**src/rtl/string_pkg.sv**
```systemverilog
// Shared types and constants for the WS2812B string frame sequencer.
// Optional brightness scaling is enabled with STRING_SEQ_BRIGHTNESS_EN.
package string_pkg;

    localparam int PIXEL_W              = 24;
    localparam int CHAN_W               = 8;
    localparam int DEFAULT_GUARD_CYCLES = 2;

    typedef enum logic [2:0] {
        IDLE,
        FETCH,
        RD_WAIT,
        SCALE,
        PRESENT,
        BLANK_REQ,
        BLANK_WAIT
    } seq_state_t;

endpackage

```
**src/rtl/string_pixel_scale.sv**
```systemverilog
// Combinational per-channel brightness scaling of a GRB pixel; full scale (255) passes through.
// Only instantiated when STRING_SEQ_BRIGHTNESS_EN is defined.
module string_pixel_scale
    import string_pkg::*;
(
    input  logic [PIXEL_W-1:0] pixel_in,
    input  logic [CHAN_W-1:0]  brightness,
    output logic [PIXEL_W-1:0] pixel_out
);

    for (genvar c = 0; c < PIXEL_W / CHAN_W; c++) begin : g_chan
        logic [2*CHAN_W-1:0] product;

        assign product = {{CHAN_W{1'b0}}, pixel_in[c*CHAN_W +: CHAN_W]}
                       * {{CHAN_W{1'b0}}, brightness};

        assign pixel_out[c*CHAN_W +: CHAN_W] = (brightness == '1)
                                             ? pixel_in[c*CHAN_W +: CHAN_W]
                                             : product[2*CHAN_W-1:CHAN_W];
    end

endmodule

```
**src/rtl/string_frame_sequencer.sv**
```systemverilog
// Frame-level controller feeding one WS2812B string driver from a synchronous pixel RAM.
// Define STRING_SEQ_BRIGHTNESS_EN to add the brightness input and the SCALE pipeline state.
module string_frame_sequencer
    import string_pkg::*;
#(
    parameter int                ADDR_W       = 9,
    parameter logic [ADDR_W-1:0] BASE_ADDR    = '0,
    parameter int                GUARD_CYCLES = DEFAULT_GUARD_CYCLES
) (
    input  logic                clk,
    input  logic                rst,
    input  logic                frame_start,
    input  logic [ADDR_W-1:0]   num_leds,
    output logic                mem_rd_en,
    output logic [ADDR_W-1:0]   mem_addr,
    input  logic [PIXEL_W-1:0]  mem_rd_data,
`ifdef STRING_SEQ_BRIGHTNESS_EN
    input  logic [CHAN_W-1:0]   brightness,
`endif
    output logic [PIXEL_W-1:0]  pixel_data,
    output logic                pixel_data_valid,
    output logic                h_blank,
    input  logic                string_ready,
    output logic                busy,
    output logic                frame_done
);

    localparam int                 GUARD_W    = $clog2(GUARD_CYCLES + 1);
    localparam logic [GUARD_W-1:0] GUARD_LOAD = GUARD_W'(GUARD_CYCLES);
    localparam logic [GUARD_W-1:0] GUARD_ONE  = GUARD_W'(1);
    localparam logic [ADDR_W-1:0]  IDX_ONE    = ADDR_W'(1);

    seq_state_t          state;
    seq_state_t          state_next;
    logic [ADDR_W-1:0]   n_q;
    logic [ADDR_W-1:0]   idx_q;
    logic [GUARD_W-1:0]  guard_q;
    logic                ready_eff;
    logic                strobe;

    // The driver's ready is stale for a few cycles after each strobe, so it is masked by the guard.
    assign ready_eff = string_ready && (guard_q == '0);
    assign strobe    = pixel_data_valid || h_blank;

`ifdef STRING_SEQ_BRIGHTNESS_EN
    logic [PIXEL_W-1:0] raw_q;
    logic [PIXEL_W-1:0] scaled;

    string_pixel_scale u_scale (
        .pixel_in   (raw_q),
        .brightness (brightness),
        .pixel_out  (scaled)
    );
`endif

    always_ff @(posedge clk) begin
        if (rst) begin
            state      <= IDLE;
            n_q        <= '0;
            idx_q      <= '0;
            guard_q    <= '0;
            pixel_data <= '0;
`ifdef STRING_SEQ_BRIGHTNESS_EN
            raw_q      <= '0;
`endif
        end else begin
            state <= state_next;

            if (strobe) begin
                guard_q <= GUARD_LOAD;
            end else if (guard_q != '0) begin
                guard_q <= guard_q - GUARD_ONE;
            end

            case (state)
                IDLE: begin
                    if (frame_start) begin
                        n_q   <= num_leds;
                        idx_q <= '0;
                    end
                end
`ifdef STRING_SEQ_BRIGHTNESS_EN
                RD_WAIT: raw_q      <= mem_rd_data;
                SCALE:   pixel_data <= scaled;
`else
                RD_WAIT: pixel_data <= mem_rd_data;
`endif
                PRESENT: begin
                    if (ready_eff) begin
                        idx_q <= idx_q + IDX_ONE;
                    end
                end
                default: ;
            endcase
        end
    end

    // Strobes are combinational from the state so a reset silences them on the very next cycle.
    always_comb begin
        state_next       = state;
        mem_rd_en        = 1'b0;
        mem_addr         = '0;
        pixel_data_valid = 1'b0;
        h_blank          = 1'b0;
        frame_done       = 1'b0;
        busy             = (state != IDLE);

        case (state)
            IDLE: begin
                if (frame_start) begin
                    state_next = (num_leds == '0) ? BLANK_REQ : FETCH;
                end
            end
            FETCH: begin
                mem_rd_en  = 1'b1;
                mem_addr   = BASE_ADDR + idx_q;
                state_next = RD_WAIT;
            end
`ifdef STRING_SEQ_BRIGHTNESS_EN
            RD_WAIT: state_next = SCALE;
            SCALE:   state_next = PRESENT;
`else
            RD_WAIT: state_next = PRESENT;
`endif
            PRESENT: begin
                if (ready_eff) begin
                    pixel_data_valid = 1'b1;
                    state_next       = ((idx_q + IDX_ONE) == n_q) ? BLANK_REQ : FETCH;
                end
            end
            BLANK_REQ: begin
                if (ready_eff) begin
                    h_blank    = 1'b1;
                    state_next = BLANK_WAIT;
                end
            end
            BLANK_WAIT: begin
                if (ready_eff) begin
                    frame_done = 1'b1;
                    state_next = IDLE;
                end
            end
            default: state_next = IDLE;
        endcase
    end

endmodule

```
**config.mk**
```make
export PLATFORM = sky130hd
export DESIGN_NAME = string_frame_sequencer
export DESIGN_NICKNAME = d
export VERILOG_FILES = /design/src/rtl/string_pkg.sv /design/src/rtl/string_pixel_scale.sv /design/src/rtl/string_frame_sequencer.sv
export SDC_FILE = /design/constraint.sdc
export NUM_CORES = 1
export LEC_CHECK = 0
export BUFFER_PORTS_ARGS = -buffer_cell sky130_fd_sc_hd__clkbuf_2
export CELL_PAD_IN_SITES_DETAIL_PLACEMENT = 0
export CELL_PAD_IN_SITES_GLOBAL_PLACEMENT = 1
export CORE_ASPECT_RATIO = 1.2
export CORE_MARGIN = 10
export CORE_UTILIZATION = 35
export CTS_CLUSTER_SIZE = 28
export DETAILED_ROUTE_END_ITERATION = 10
export PLACE_DENSITY = 0.86
export SKIP_CTS_REPAIR_TIMING = 1
export SLEW_MARGIN = 25
export SYNTH_ARGS = -nofsm -noshare
export SYNTH_HDL_FRONTEND = slang
export SYNTH_SLANG_ARGS = --single-unit
```
**constraint.sdc**
```tcl
create_clock -name clk -period 2.2 [get_ports clk]
set_clock_uncertainty 0.05 [all_clocks]
set_input_delay 0.22 -clock clk [delete_from_list [all_inputs] [get_ports clk]]
set_output_delay 0.22 -clock clk [all_outputs]
set_load 0.1 [all_outputs]
```
* After elaboration in Yosys (flattened, before gate mapping)
Cells that the tools add are included.
** Word-level totals
- Flip-flop bits (word level) :: 47
- Output and inout port bits :: 38
- Word-level logic and storage cells :: 49
** Cells by class
- Add/subtract/negate cells :: 2
- Eq/ne operators :: 10
- Muxes and demuxes :: 18
- Reductions and logical operators :: 13
** Operators by type and width (number)
- two-way mux 9 bit :: 3
- two-way mux 3 bit :: 6
- case mux 3 bit (6 select lines) :: 1
- case mux 9 bit (2 select lines) :: 1
- adder 9 x 1 -> 9 bit, second input constant :: 1
- == test 3 bit, second input constant :: 3
- == test 9 bit :: 1
- zero test 9 bit :: 1
- inequality test 2 bit, second input constant :: 4
- nonzero test 2 bit :: 3
- two-way mux 1 bit :: 5
- two-way mux 2 bit :: 2
- AND reduction 4 bit :: 1
- == test 3 x 1 -> 1 bit, second input constant :: 1
- == test 3 x 2 -> 1 bit, second input constant :: 1
- zero test 3 bit :: 1
- AND reduction 3 bit :: 1
- nonzero test 3 bit :: 1
- zero test 2 bit :: 1
- AND reduction 2 bit :: 1
- OR reduction 2 bit :: 1
- subtractor 2 x 1 -> 2 bit, second input constant :: 1
- logical AND 1 bit :: 1
- logical OR 1 bit :: 1

* Depth between registers and ports, before layout
Gate-level depths: netlist of the first run.
- Depth after elaboration :: 6
- Mapped depth :: 7
- Depth with buffers taken out :: 6

* Worst setup path before layout of the first run
No wires, ideal clock.
- Path type :: register to output
- Start :: reg state[0]
- End :: out mem_addr[0]
- Arrival time :: 4.111 ns
- Required time :: 1.930 ns
- Path slack :: -2.181 ns
- Cell stages (with the launch flop) :: 4
- Cell sequence :: dfxtp_1 -> clkbuf_1 -> nor3b_1 -> and2_1
** Between the ends
- Word-level cells in the longest chain between the ends :: 2
** Ends and longest elaborated chain
- from (decl) :: line string_frame_sequencer.sv:33 : seq_state_t state;
- from (signal assigned) :: line string_frame_sequencer.sv:67 : state <= state_next;
- == test 3 x 1 -> 1 bit :: line string_frame_sequencer.sv:108 : case (state)
- two-way mux 9 bit :: line string_frame_sequencer.sv:108
- to (decl) :: line string_frame_sequencer.sv:15 : output logic [ADDR_W-1:0] mem_addr,
Every way passes these cells.

* Worst setup path in the final report of the first run
- Start :: reg state[0]
- End :: out mem_addr[1]
The elaborated chain is that of the path after synthesis.

==> results of run 1 <==
cells by family (layout without fill, tap and decap cells):
group                      after synthesis  in the layout  synth area share (%)
AOI/OAI and AO/OA                       60             60                 14.81
xor gates and xnor gates                14             14                 5.714
adders and majority gates                1              1                0.5830
muxes                                    1              1                0.4665
and+or+nand+nor                        140            140                 30.50
buffers and inverters                   21             91                 4.081
DFF                                     47             47                 43.85
cells in the mapped netlist (2+ instances only):
cell type	n	share of area (%)
nand3_1	7	1.6
and2_1	12	3.5
nand2_1	77	13
xor2_1	3	1.2
clkbuf_1	16	2.8
nor4_1	3	0.87
o21ai_0	8	1.9
nand3b_1	5	1.7
or4b_2	2	0.93
nor3b_1	3	1.0
xnor2_1	11	4.5
a21oi_1	47	11
nor3_1	4	0.93
nand4_1	2	0.58
nor2_1	16	2.8
or3_1	4	1.2
dfxtp_1	47	44
routing by layer:
| metal | GRT usage (%) | vias up |
|---|---|---|
| met5 | 0 | - |
| met2 | 20.85 | 63 |
| met1 | 13.93 | 937 |
| met4 | 4.709 | 0 |
| met3 | 6.529 | 7 |
| li1 | - | 1088 |
cell type report:
class	count	area (sq um)	area share [%]
Multi-Input combinational cell	216	1167	40.49
Sequential cell	47	940.9	32.64
Timing Repair Buffer	81	578.1	20.05
Tap cell	82	102.6	3.559
Clock buffer	6	72.57	2.517
Clock inverter	2	12.51	0.4340
Inverter	2	8.758	0.3038
through the flow:
step,instance area (sq um),total power [mW],cells
floorplan,2205,1.254,284
global placement,2798,1.352,428
detailed placement,2798,1.356,428
CTS,2883,1.874,436
global route,2883,1.941,436
finish,2883,1.854,436
how the worst max path moves through the flow:
stage | depth (start not counted) | endpoint | from | slack [ns]
6_report | 3 | mem_addr[1] | state[0] | 0.12
2_1_floorplan | 3 | mem_addr[0] | state[0] | -0.11
3_3_place_gp | 5 | state[2] | idx_q[0] | 0.34
3_5_place_dp | 5 | state[2] | idx_q[0] | 0.23
4_1_cts | 3 | mem_addr[1] | state[0] | 0.1
5_1_grt | 3 | mem_addr[1] | state[0] | 0.02
flip-flops by register name, summed over array words and instances, names as in the netlist:
name and flops:
idx_q 9, state 3, n_q 9, guard_q 2, pixel_data 24
worst max-delay path: cells and delay by family (launching register included):
family	cells	cell delay, ns
buffers and inverters	1	0.17
flip-flops	1	0.60
AND/OR/NAND/NOR	2	0.74
power breakdown:
| group | leakage [nW] | internal, mW | switching, mW |
|---|---|---|---|
| logic | 0.730 | 0.105 | 0.312 |
| clock network | 0.0412 | 0.223 | 0.299 |
| registers | 0.381 | 0.886 | 0.0283 |
==> run metrics, run 1 <==
internal reg-to-reg setup slack 0.24 ns; remaining antenna violation count 0; P_leak around 1.2 nW; post-synthesis cell type count 34; Main synth FF type dfxtp_1; gr ovfl total 0; first-pass GRT wire length 10280 um; min-delay worst type primary input to register; TritonCTS clock tree yes; core footprint 6012 sq um; CP endpoint kind output port; WHS 0.07002 ns; setup repair after global routing missed its margin false; status complete, no violations; router iterations before antenna repair 4; gpl congestion 0.9133; Die X between 90 and 100 um; DR top layer met4; commonest non-fill, non-tap cells in the layout nand2_1 (77), clkbuf_2 (62), a21oi_1 (47), dfxtp_1 (47), nor2_1 (14); max_cap viols 0; Max clock buf depth 2; P&R area growth vs syn 34.34%; ys async rst share 0%; Setup TNS Final 0 ns; total CTS buffers 5; Arr. time, crit path 1.81 ns; metal3 WL about 650 um; H-tree levels 2; Synth Instances 284; clk slew on worst S/H paths 0.09 ns; vias per cell 4.805; Post-synth EDFFs 0; nets 391; fmax 0.4804 GHz; vias in the first global route 2091; Final Slew Violations 0; pre-CTS WS 0.2271 ns; most common cell after layout, fill and taps aside nand2_1; Total Routing Usage GR ~13%; final hold vios 0; hold_sp mem_rd_data[9]; startpoint types register; Seq cells post-synth between 40 and 50; Rows 31; Worst slew margin 43.09%; syn_nets 322; worst skew pair latency 0.31 ns; Post-DP HPWL between 4000 and 5000 um; layout cells sized above 1 29.94%; final core occ 47.95%; critical path class register to output port; DR vias 2095; Mapped Area 2146 sq um; Reg2Reg Launch Point idx_q[0]; num ports 75; TritonCTS Sinks 47; delay of the slowest critical-path stage 0.60 ns; Routed WL 6118 um; pin count of the biggest net entering global routing 27; reg-to-reg endpoint state[2]; metal2 WL 2960 um; Final Cycle Share 94.61%; M1 WL 2417 um; final setup vio count 0; register area share after synthesis between 40% and 50%; DR DRC count 0; Tightest Pin Transition 0.8537 ns; drt initial violations 150; fill count 636; area of the die roughly 9700 sq um; worst vdd ir 0.0004599 V; slowest CP cell dfxtp_1; ANT cells 0; initial antenna violation count 0; Tmin final 2.082 ns; power density cells 643.0 nW/um^2; Die Span Y 105.8 um; Avg Cell Area, Syn 7.556 sq um; Port Buf Inserts 74; initial core utilization 35.69%; worst r2r path cells 5; WHS Path Cells 3; YS warnings 0; CP Max Fanout 12; data required time of the worst path 1.93 ns; cell chosen for the clock root clkbuf_8; Final WS setup 0.1185 ns; crit path cell chain nor3b_4 -> and2_4 -> buf_12; Min-Delay Endpoint pixel_data[9]; drt wl/cell 14.03 um
(Power assumes the default switching activity.)
==> inputs of run 2 (changes only) <==
- ABC_AREA: not set -> 1
- CORE_UTILIZATION: 35 -> 34
==> run metrics, run 2 <==
Final Cycle Share 93.24%; share of the synthesized area in the top cell type 43.85%; DR vias 2194; Tot Pwr approximately 1.9 mW; CP endpoint kind output port; initial core utilization 35.24%; fmax 0.4875 GHz; H-tree levels 2; pre-CTS WS 0.4256 ns; Setup TNS Final 0 ns; most common cell after layout, fill and taps aside clkbuf_2; Tmin final 2.051 ns; remaining antenna violation count 0; Rows 31; post-synthesis cell type count 25; first-pass GRT wire length roughly 10000 um; hold_sp mem_rd_data[6]; layout cells sized above 1 31.36%; area of the die 9902 sq um; Die Span Y between 100 and 150 um; register area share after synthesis 43.85%; Avg Cell Area, Syn 6.856 sq um; synthesized-area fraction occupied by adder cells less than 1%; Seq cells post-synth between 40 and 50; Routed WL ~6000 um; Main synth FF type dfxtp_1; Worst slew margin a little over three fifths; status complete, no violations; Final WS setup 0.1487 ns; total CTS buffers 5; CP startpoint state[1]; Port Buf Inserts 74; gpl congestion about 0.85; cell with the most instances after synthesis nor2_1; final hold vios 0; register area 942.2 sq um; Post-synth EDFFs 0; core footprint 6090 sq um; DP Cell Count 463; num ports 75; largest family of logic cells by synthesized area simple AND/OR/NAND/NOR gates; initial antenna violation count 0; Synth Instances 313; min-delay worst type primary input to register; max_cap viols 0; ANT cells 0; worst vdd ir 0.0003360 V; pin count of the biggest net entering global routing 26; simple-gate portion of the synthesized area 32.24%; TritonCTS Sinks 47; Tightest Pin Transition 0.5581 ns; multiplexer area fraction after synthesis 0%; setup repair after global routing missed its margin false; top post-synthesis cells by count nor2_1 (67), nand2_1 (51), dfxtp_1 (47), o21ai_0 (35), inv_1 (28); worst skew pair latency 0.30 ns; startpoint types register; ys async rst share 0%; Largest Register pixel_data; critical path class register to output port; Mapped Area ~2100 sq um; data required time of the worst path 1.93 ns; Reg2Reg Launch Point idx_q[1]; gr ovfl total 0; final setup vio count 0; combined area of the multi-input logic cells 1126 sq um; router iterations before antenna repair 4; TritonCTS clock tree yes; final non-filler cell total approximately 470; Area contributors post-synth dfxtp_1 (44%), nor2_1 (12%), nand2_1 (8.9%), o21ai_0 (8.2%), inv_1 (4.9%); vias in the first global route between 2000 and 2500; clk slew on worst S/H paths roughly 0.090 ns; YS warnings 0; vias per cell around 4.7; drt initial violations 89; nets around 430; CP Max Fanout 9; max reg flops 24; xor and xnor area share after synthesis less than 1%; Post-DP HPWL 4779 um; final core occ 46.11%; syn_nets 351; Arr. time, crit path 1.78 ns; P_leak 1.201 nW; Die X 92.52 um; Largest regs pixel_data: 24 flops, idx_q: 9 flops, n_q: 9 flops; fill count roughly 650; commonest non-fill, non-tap cells in the layout clkbuf_2 (73), nor2_1 (56), nand2_1 (50); DR DRC count 0; drt wl/cell 12.85 um; post-synth top area cell dfxtp_1; P&R area growth vs syn 30.85%; Total Routing Usage GR approximately an eighth; Max clock buf depth 2; cell chosen for the clock root clkbuf_8; power density cells 666.6 nW/um^2; compound-cell area share of the yosys netlist 14.81%; Final Slew Violations 0
## run 2: cell types whose count changed in the layout (fill, tap and decap cells not counted), moves of 11 or more
| cell | before | now |
|---|---|---|
| nor2_1 | 14 | 56 |
| o21ai_0 | 8 | 35 |
| a21oi_1 | 47 | 20 |
| clkbuf_2 | 62 | 73 |
| nor2_4 | 0 | 12 |
| nand2_1 | 77 | 50 |
| inv_1 | 1 | 28 |
## run 2: area by class of cell
cell class              instances  share of cell area, %
multi-input cells             221                  40.11
flip-flops and latches         47                  33.56
repair buffers                 77                  14.08
inverters                      36                  5.036
well taps                      82                  3.654
clock buffers                   8                  3.565
## run 2: power by group
group | total, mW | leakage [nW] | internal (mW) | switching (mW)
registers | 0.913 | 0.383 | 0.890 | 0.0232
logic | 0.391 | 0.767 | 0.0871 | 0.304
clock network | 0.568 | 0.0515 | 0.287 | 0.281
total | 1.87 | 1.20 | 1.26 | 0.607
## run 2: final timing paths
| kind | cells past startpoint | slack (ns) | to |
|---|---|---|---|
| min reg2reg | 1 | 0.39 | guard_q[0] |
| min | 3 | 0.12 | pixel_data[6] |
| max reg2reg | 12 | 0.51 | state[2] |
| max | 6 | 0.15 | mem_addr[1] |
## run 2: logic make-up (layout without fill, tap and decap cells)
group / count (synthesis) / count (layout)
AO/OA/AOI/OAI: 62 / 62
buffers and inverters: 45 / 121
flip-flops: 47 / 47
AND/OR/NAND/NOR: 157 / 157
XOR/XNOR: 1 / 1
adder cells (fa/ha/maj): 1 / 1
## run 2: worst max-delay path, stage by stage, from the launching register on
cell,delay [ns]
dfxtp_1,0.36
inv_2,0.12
nand2_2,0.08
nor2_4,0.15
clkinv_4,0.17
nor2_4,0.14
clkbuf_2,0.46
## run 2: through the flow
stage	cell area, sq um	hold WS, ns
5_1_grt	2808	0.1141
2_1_floorplan	2247	0.2391
6_report	2808	0.1199
3_3_place_gp	2705	0.3483
3_5_place_dp	2705	0.3696
4_1_cts	2805	0.1121
## run 2: routing by layer
metal  wire length, um  up-vias  part of all wire [%]  GRT usage (%)
li1                  -     1153                     -              -
met1              2754      962                    46          14.40
met2              2540       68                    42          18.48
met3               653       11                    11          6.560
met4               104        0                   1.7          4.084
met5                 0        -                     0              0
